===== config.mk =====
export PLATFORM = sky130hd
export DESIGN_NAME = rs_nway
export DESIGN_NICKNAME = d
export VERILOG_FILES = /design/src/rtl/rs_nway_pkg.sv /design/src/rtl/rs_nway_age_select.sv /design/src/rtl/rs_nway.sv
export SDC_FILE = /design/constraint.sdc
export NUM_CORES = 2
export LEC_CHECK = 0
export ABC_AREA = 1
export BUFFER_PORTS_ARGS = -buffer_cell sky130_fd_sc_hd__buf_4
export CAP_MARGIN = 20
export CELL_PAD_IN_SITES_DETAIL_PLACEMENT = 1
export CELL_PAD_IN_SITES_GLOBAL_PLACEMENT = 2
export CORE_MARGIN = 2
export CORE_UTILIZATION = 30
export CTS_BUF_LIST = sky130_fd_sc_hd__clkbuf_8
export DETAILED_ROUTE_END_ITERATION = 16
export PLACE_DENSITY = 0.75
export REMOVE_ABC_BUFFERS = 1
export SETUP_SLACK_MARGIN = 0.02
export SKIP_CTS_REPAIR_TIMING = 1
export SYNTH_ARGS = -nofsm -noshare
export SYNTH_HDL_FRONTEND = slang
export SYNTH_HIERARCHICAL = 1
export SYNTH_SLANG_ARGS = --single-unit

===== constraint.sdc =====
create_clock -name clock -period 9.96 [get_ports clock]
set_clock_uncertainty 0.1 [all_clocks]
set_input_delay 0 -clock clock [delete_from_list [all_inputs] [get_ports clock]]
set_output_delay 0 -clock clock [all_outputs]
set_load 0.05 [all_outputs]

===== src/rtl/rs_nway_pkg.sv =====
// -----------------------------------------------------------------------------
// rs_nway_pkg
// Shared types for the N-way reservation station: dispatch/issue packet
// layouts, ALU function encoding, the stored entry payload and the
// functional-unit class decode applied at dispatch.
// -----------------------------------------------------------------------------
package rs_nway_pkg;

  localparam int PREG_IDX_WIDTH = 6;
  localparam int NUM_RS_ENTRIES = 16;
  localparam int SCALAR_WIDTH   = 32;

  typedef logic [SCALAR_WIDTH-1:0] INST;

  typedef enum logic [4:0] {
    ALU_ADD, ALU_SUB, ALU_SLT, ALU_SLTU, ALU_AND, ALU_OR, ALU_XOR,
    ALU_SLL, ALU_SRL, ALU_SRA, ALU_MUL, ALU_MULH, ALU_MULHSU, ALU_MULHU
  } ALU_FUNC;

  typedef enum logic [1:0] {FU_ALU, FU_MULT, FU_LSQ} fu_class_e;

  typedef struct packed {
    logic                      valid;
    logic [PREG_IDX_WIDTH-1:0] prega_idx;
    logic                      prega_ready;
    logic [PREG_IDX_WIDTH-1:0] pregb_idx;
    logic                      pregb_ready;
    logic [PREG_IDX_WIDTH-1:0] pdest_idx;
    logic                      wr_mem;
    logic                      rd_mem;
    ALU_FUNC                   alu_func;
    INST                       inst;
  } DP_RS_PACKET;

  typedef struct packed {
    logic                      valid;
    logic [PREG_IDX_WIDTH-1:0] prega_idx;
    logic [PREG_IDX_WIDTH-1:0] pregb_idx;
    logic [PREG_IDX_WIDTH-1:0] pdest_idx;
    logic                      wr_mem;
    logic                      rd_mem;
    logic                      alu_ready;
    logic                      mult_ready;
    logic                      lsq_ready;
    ALU_FUNC                   alu_func;
    INST                       inst;
  } RS_IS_PACKET;

  // Payload held per station entry; valid/ready bits live in separate
  // reset flops in the top level.
  typedef struct packed {
    logic [PREG_IDX_WIDTH-1:0] prega_idx;
    logic [PREG_IDX_WIDTH-1:0] pregb_idx;
    logic [PREG_IDX_WIDTH-1:0] pdest_idx;
    logic                      wr_mem;
    logic                      rd_mem;
    ALU_FUNC                   alu_func;
    INST                       inst;
    fu_class_e                 fu;
  } rs_entry_t;

  // Memory ops go to the LSQ regardless of alu_func, so that test comes first.
  function automatic fu_class_e fu_decode(input logic wr_mem, input logic rd_mem,
                                          input ALU_FUNC f);
    if (wr_mem || rd_mem) return FU_LSQ;
    if (f inside {ALU_MUL, ALU_MULH, ALU_MULHSU, ALU_MULHU}) return FU_MULT;
    return FU_ALU;
  endfunction

endpackage


===== src/rtl/rs_nway_age_select.sv =====
// -----------------------------------------------------------------------------
// rs_age_select
// Oldest-first picker. Returns a one-hot mask of the eligible, non-excluded
// entry that no other candidate is older than.
//   eligible_i : entries that are valid with both operands ready
//   older_i    : age matrix, older_i[i][j] = 1 when i was allocated before j
//   excl_i     : entries already claimed by lower-numbered issue lanes
//   pick_o     : one-hot pick (all zero when no candidate)
// -----------------------------------------------------------------------------
module rs_age_select #(
  parameter int ENTRIES = 16
) (
  input  logic [ENTRIES-1:0]              eligible_i,
  input  logic [ENTRIES-1:0][ENTRIES-1:0] older_i,
  input  logic [ENTRIES-1:0]              excl_i,
  output logic [ENTRIES-1:0]              pick_o
);

  logic [ENTRIES-1:0] cand;
  logic [ENTRIES-1:0] blocked;

  always_comb begin
    cand    = eligible_i & ~excl_i;
    blocked = '0;
    pick_o  = '0;
    for (int i = 0; i < ENTRIES; i++) begin
      // An entry loses if any other candidate is older than it.
      for (int j = 0; j < ENTRIES; j++) begin
        if (cand[j] && older_i[j][i]) blocked[i] = 1'b1;
      end
      pick_o[i] = cand[i] & ~blocked[i];
    end
  end

endmodule


===== src/rtl/rs_nway.sv =====
// -----------------------------------------------------------------------------
// rs_nway
// N-way reservation station between dispatch and issue.
//   clock, reset       : clock; asynchronous active-low reset
//   rs_packet_in[WAYS] : renamed dispatch packets
//   cdb_valid/cdb_tag  : CDB broadcast ports used for operand wakeup
//   squash             : flush every entry at the next edge
//   issue_ready[WAYS]  : downstream accepts lane k this cycle
//   rs_packet_out[WAYS]: issue packets, combinational from registered state
//   rs_full[WAYS]      : lane k must not dispatch when set
//   free_count         : registered number of free entries
// -----------------------------------------------------------------------------
module rs_nway
  import rs_nway_pkg::*;
#(
  parameter int WAYS      = 2,
  parameter int ENTRIES   = NUM_RS_ENTRIES,
  parameter int CDB_WIDTH = WAYS,
  parameter int PREG_W    = PREG_IDX_WIDTH,
  parameter int CNT_W     = $clog2(ENTRIES + 1)
) (
  input  logic                             clock,
  input  logic                             reset,
  input  DP_RS_PACKET                      rs_packet_in [WAYS],
  input  logic [CDB_WIDTH-1:0]             cdb_valid,
  input  logic [CDB_WIDTH-1:0][PREG_W-1:0] cdb_tag,
  input  logic                             squash,
  input  logic [WAYS-1:0]                  issue_ready,
  output RS_IS_PACKET                      rs_packet_out [WAYS],
  output logic [WAYS-1:0]                  rs_full,
  output logic [CNT_W-1:0]                 free_count
);

  logic [ENTRIES-1:0]              valid_q, valid_d;
  logic [ENTRIES-1:0]              rdya_q, rdya_d, rdyb_q, rdyb_d;
  logic [ENTRIES-1:0][ENTRIES-1:0] older_q, older_d;
  logic [CNT_W-1:0]                free_count_q, free_count_d;
  rs_entry_t                       ent_q [ENTRIES];

  logic [ENTRIES-1:0]              eligible, wake_a, wake_b;
  logic [WAYS-1:0][ENTRIES-1:0]    avail, alloc_oh, excl, pick_oh;
  logic [WAYS-1:0]                 accept, issue_fire;
  logic [CNT_W-1:0]                n_alloc, n_issue;
  rs_entry_t                       new_ent [WAYS];

  function automatic logic cdb_match(input logic [PREG_W-1:0] tag,
                                     input logic [CDB_WIDTH-1:0] vld,
                                     input logic [CDB_WIDTH-1:0][PREG_W-1:0] tags);
    logic hit;
    hit = 1'b0;
    for (int c = 0; c < CDB_WIDTH; c++) hit |= vld[c] && (tags[c] == tag);
    return hit;
  endfunction

  // Eligibility uses stored ready bits only: a wakeup this cycle counts next cycle.
  assign eligible   = valid_q & rdya_q & rdyb_q;
  assign free_count = free_count_q;

  for (genvar gi = 0; gi < ENTRIES; gi++) begin : g_ent
    assign wake_a[gi] = cdb_match(ent_q[gi].prega_idx, cdb_valid, cdb_tag);
    assign wake_b[gi] = cdb_match(ent_q[gi].pregb_idx, cdb_valid, cdb_tag);
  end

  for (genvar gi = 0; gi < WAYS; gi++) begin : g_lane
    // Free slots come from the registered valid mask only, so a slot freed
    // by issue this cycle is reused no earlier than next cycle.
    if (gi == 0) begin : g_first
      assign avail[gi] = ~valid_q;
      assign excl[gi]  = '0;
    end else begin : g_rest
      assign avail[gi] = avail[gi-1] & ~alloc_oh[gi-1];
      assign excl[gi]  = excl[gi-1] | pick_oh[gi-1];
    end
    assign rs_full[gi]    = (free_count_q <= CNT_W'(gi));
    assign accept[gi]     = rs_packet_in[gi].valid & ~rs_full[gi];
    // Isolate the lowest set bit of the still-available mask.
    assign alloc_oh[gi]   = accept[gi] ? (avail[gi] & (~avail[gi] + ENTRIES'(1))) : '0;
    assign issue_fire[gi] = (|pick_oh[gi]) & issue_ready[gi];

    rs_age_select #(.ENTRIES(ENTRIES)) u_sel (
      .eligible_i (eligible),
      .older_i    (older_q),
      .excl_i     (excl[gi]),
      .pick_o     (pick_oh[gi])
    );
  end

  always_comb begin
    for (int k = 0; k < WAYS; k++) begin
      new_ent[k].prega_idx = rs_packet_in[k].prega_idx;
      new_ent[k].pregb_idx = rs_packet_in[k].pregb_idx;
      new_ent[k].pdest_idx = rs_packet_in[k].pdest_idx;
      new_ent[k].wr_mem    = rs_packet_in[k].wr_mem;
      new_ent[k].rd_mem    = rs_packet_in[k].rd_mem;
      new_ent[k].alu_func  = rs_packet_in[k].alu_func;
      new_ent[k].inst      = rs_packet_in[k].inst;
      new_ent[k].fu        = fu_decode(rs_packet_in[k].wr_mem, rs_packet_in[k].rd_mem,
                                       rs_packet_in[k].alu_func);
    end
  end

  always_comb begin
    valid_d = valid_q;
    rdya_d  = rdya_q | wake_a;
    rdyb_d  = rdyb_q | wake_b;
    older_d = older_q;
    n_alloc = '0;
    n_issue = '0;
    for (int k = 0; k < WAYS; k++) begin
      if (issue_fire[k]) begin
        valid_d = valid_d & ~pick_oh[k];
        n_issue = n_issue + CNT_W'(1);
      end
      if (accept[k]) n_alloc = n_alloc + CNT_W'(1);
      for (int i = 0; i < ENTRIES; i++) begin
        if (alloc_oh[k][i]) begin
          valid_d[i] = 1'b1;
          rdya_d[i]  = rs_packet_in[k].prega_ready |
                       cdb_match(rs_packet_in[k].prega_idx, cdb_valid, cdb_tag);
          rdyb_d[i]  = rs_packet_in[k].pregb_ready |
                       cdb_match(rs_packet_in[k].pregb_idx, cdb_valid, cdb_tag);
          // New entry is younger than everything resident and everything
          // taken by lower lanes this cycle, which is exactly ~avail[k].
          older_d[i] = '0;
          for (int j = 0; j < ENTRIES; j++) older_d[j][i] = ~avail[k][j];
        end
      end
    end
    free_count_d = free_count_q - n_alloc + n_issue;
    if (squash) begin
      valid_d      = '0;
      free_count_d = CNT_W'(ENTRIES);
    end
  end

  always_ff @(posedge clock or negedge reset) begin
    if (!reset) begin
      valid_q      <= '0;
      rdya_q       <= '0;
      rdyb_q       <= '0;
      older_q      <= '0;
      free_count_q <= CNT_W'(ENTRIES);
    end else begin
      valid_q      <= valid_d;
      rdya_q       <= rdya_d;
      rdyb_q       <= rdyb_d;
      older_q      <= older_d;
      free_count_q <= free_count_d;
    end
  end

  // Payload needs no reset: it is only visible through a valid entry.
  always_ff @(posedge clock) begin
    for (int k = 0; k < WAYS; k++) begin
      for (int i = 0; i < ENTRIES; i++) begin
        if (alloc_oh[k][i]) ent_q[i] <= new_ent[k];
      end
    end
  end

  always_comb begin
    for (int k = 0; k < WAYS; k++) begin
      rs_packet_out[k] = '0;
      for (int i = 0; i < ENTRIES; i++) begin
        if (pick_oh[k][i]) begin
          rs_packet_out[k].valid      = 1'b1;
          rs_packet_out[k].prega_idx  = ent_q[i].prega_idx;
          rs_packet_out[k].pregb_idx  = ent_q[i].pregb_idx;
          rs_packet_out[k].pdest_idx  = ent_q[i].pdest_idx;
          rs_packet_out[k].wr_mem     = ent_q[i].wr_mem;
          rs_packet_out[k].rd_mem     = ent_q[i].rd_mem;
          rs_packet_out[k].alu_ready  = (ent_q[i].fu == FU_ALU);
          rs_packet_out[k].mult_ready = (ent_q[i].fu == FU_MULT);
          rs_packet_out[k].lsq_ready  = (ent_q[i].fu == FU_LSQ);
          rs_packet_out[k].alu_func   = ent_q[i].alu_func;
          rs_packet_out[k].inst       = ent_q[i].inst;
        end
      end
    end
  end

endmodule

==> key figures <==
STA
  • Hold Slack: -0.0789 ns
  • Fmax: 115 MHz
  • Slew margin rel.: 16.1%
  • RSZ-0062 raised after global routing: no
  • Setup violations, final: 0
  • Hold Fails Final Rpt: 52
  • Tmin final: 8.69 ns
  • Fin. max-slew vios: 0
  • Worst Tran Pin Value: 1.26 ns
  • Setup TNS after final layout: 0 ns
  • Tcrit/Tclk final: 87.2%

Layout
  • Final std cells w/o fill: 14,400
  • Nets@finish: 10,900
  • Most frequent cells in the layout: nand2_1 (3,232), o21ai_0 (1,283), edfxtp_1 (944)
  • Share of cells above drive strength 1: 9.57%
  • Commonest non-fill, non-tap cell in the layout: nand2_1
  • Synthesis-to-layout area growth: 17.8%
  • Post-route cell area: 0.0925 mm^2
  • Final core occ: 35.6%

Routing
  • Via-to-Cell Ratio: 6.00
  • Initial drt markers: 9,979
  • Avg WL per Cell: 33.1 um
  • Drt pass-1 iters: 6
  • Residual DRC count: 0
  • Vias post-DR: 86,500
  • Routed WL: 477,000 um
  • Post-route ant nets: 0

GRT
  • Vias in the first global route: 84,200
  • Tot GR Track Use: 34.4%
  • Largest net degree at the start of global routing: 131
  • Total grt overflow: 0
  • Initial antenna violation count: 37
  • First-pass GRT wire length: 650,000 um

Clock network
  • CTS sink cnt: 1,253
  • CTS tree: yes
  • Htree depth: 5
  • Worst-path clk slew: 0.06 ns
  • Longest Clk Path Bufs: 4
  • Root Driver: clkbuf_8
  • Clk_lat worst skew: 1.03 ns
  • Num CTS Buffers: 267

Synth
  • Ys async rst share: 24.7%
  • Synth area leader: edfxtp_1
  • Syn Std Cell Area: 0.0785 mm^2
  • Avg Inst Size Synth: 7.56 um^2
  • Post-synth EDFFs: 944
  • Yosys top cell area share: 36.1%
  • Register area share after synthesis: 45.9%
  • Synth Flop Type: edfxtp_1
  • Register bit total from synthesis: 1,253
  • Area contributors post-synth: edfxtp_1 (36%), nand2_1 (15%), dfrtp_1 (9.8%)
  • Yosys cell types: 59
  • YS warnings: 6
  • Mapped Cells: 10,400

Floorplan
  • Die Wd: 516 um
  • DIE AREA: 0.266 mm^2
  • Std-Cell Rows: 187
  • Die Y: 516 um
  • Starting Density: 30.2%
  • Number of I/O pins: 268
  • Core area: 0.260 mm^2

Placement
  • Post-DP Area: 0.0840 mm^2
  • Total placed cells including tap cells: 13,600
  • Final GP Congestion: 0.999
  • PortBufs: 267
  • Post-DP HPWL: 304,000 um

Min path
  • HP Start: rs_packet_in[81]
  • Hold WC Path Type: primary input to flop
  • WHS Path Cells: 4
  • End of the worst hold path: ent_q[0][23]

Run status
  • Failing checks: hold timing
  • Status: finished, violations left

Power
  • Pleak: 0.0398 uW
  • Pwr dens: 166 mW/mm^2
  • Power Total: 15,400 uW
  • Largest vdd supply drop: 0.120 mV

Critical path
  • Cells on worst reg2reg path: 37
  • Worst path slowest cell: dfrtp_1
  • Origin of the critical flop-to-flop path: valid_q[14]
  • Setup crit end kind: output pin
  • Worst Setup Start Kind: flop
  • Crit path DAT: 8.59 ns
  • Crit Path Class: flop to output pin
  • Req. time, crit path: 9.86 ns
  • Worst Path Max Fanout: 33
  • Reg2Reg Setup Slack: 1.92 ns
  • R2R Path End: free_count[4]
  • Most used cell, CP: nand2_1
  • CP peak stage delay: 0.75 ns

Job
  • Max Cap Viol: 0
==> worst max-delay path: cells and delay by family, from the launching register on <==
kind	cells	cell delay (ns)
buffers and inverters	9	3.13
flip-flops	1	0.75
AO/OA/AOI/OAI	3	0.42
AND/OR/NAND/NOR	19	3.24
==> worst max path at each step <==
| stage | start | end | slack, ns | cells past startpoint |
|---|---|---|---|---|
| after global routing | valid_q[15] | rs_packet_out[50] | 1.18 | 34 |
| after global placement | valid_q[15] | free_count[4] | 1.83 | 37 |
| final | valid_q[14] | rs_packet_out[40] | 1.27 | 31 |
| after CTS | valid_q[14] | rs_packet_out[50] | 1.51 | 32 |
| after floorplan | valid_q[8] | free_count[4] | -3.67 | 32 |
| after detailed placement | valid_q[14] | free_count[4] | 2.14 | 37 |
==> registers in the layout, indices dropped and copies added, names as in the netlist <==
name and count:
older_q 256, rdyb_q 16, ent_q 944, rdya_q 16
free_count 5, valid_q 16
==> stage by stage <==
stage          hold WS (ns)  setup slack [ns]
3_5_place_dp         0.0854              2.14
3_3_place_gp         0.0794              1.83
2_1_floorplan        -0.396             -3.67
6_report            -0.0789              1.27
4_1_cts              -0.921              1.51
5_1_grt            -0.00207              1.18
==> cells in the mapped netlist (5+ instances only) <==
library cell,n
dfrtp_1,308
nand3_2,5
buf_6,26
a21oi_1,801
nor2_2,34
nand3_1,331
a211oi_1,23
nor2_1,505
nand3b_1,5
a221oi_1,364
a22oi_1,5
o2111ai_1,25
nor4_1,22
nand4_1,49
nor3_1,86
o22ai_1,204
ha_1,10
clkinv_1,10
edfxtp_1,944
a22o_1,5
xnor2_1,33
a31oi_1,14
o31ai_1,5
o211ai_1,134
o221ai_1,12
inv_2,44
xor2_1,61
buf_1,124
o21ai_0,1283
or2_2,12
nand2_1,3241
clkbuf_1,610
buf_2,69
o21ai_1,61
nand4_2,6
o21ai_2,5
nand2_2,18
inv_1,837
buf_4,18
nor2_4,15
==> final cells by class <==
class                           count  area (um^2)
Antenna cell                       15         37.5
Multi-Input combinational cell   7443        36200
Timing Repair Buffer              870         7710
Fill cell                       31400       167000
Clock buffer                      285         3920
Inverter                          891         3350
Clock inverter                    158          776
Sequential cell                  1253        36100
Tap cell                         3496         4370
==> power by group <==
part	switching, uW	internal, uW
registers	267	6020
clock network	2650	2700
logic	2760	976
total	5680	9700
==> layer usage <==
metal | GRT usage, % | routed length [um] | up-vias
li1 | - | - | 36100
met1 | 44.1 | 187000 | 43600
met2 | 53.8 | 212000 | 5266
met3 | 6.42 | 45500 | 1488
met4 | 20.5 | 32500 | 30
met5 | 0 | 179 | -
==> logic make-up (layout without fill, tap and decap cells) <==
family | after synthesis | after routing | share of synthesized area (%)
xor+xnor | 94 | 94 | 1.05
flops | 1253 | 1253 | 45.9
buf+inv | 1738 | 2204 | 8.75
fa+ha+maj | 12 | 12 | 0.210
other cells | 1 | 56 | 0.00477
compound gates | 2954 | 2954 | 21.7
simple gates | 4342 | 4342 | 22.3
Note: power is estimated with default switching activity, not from simulation.
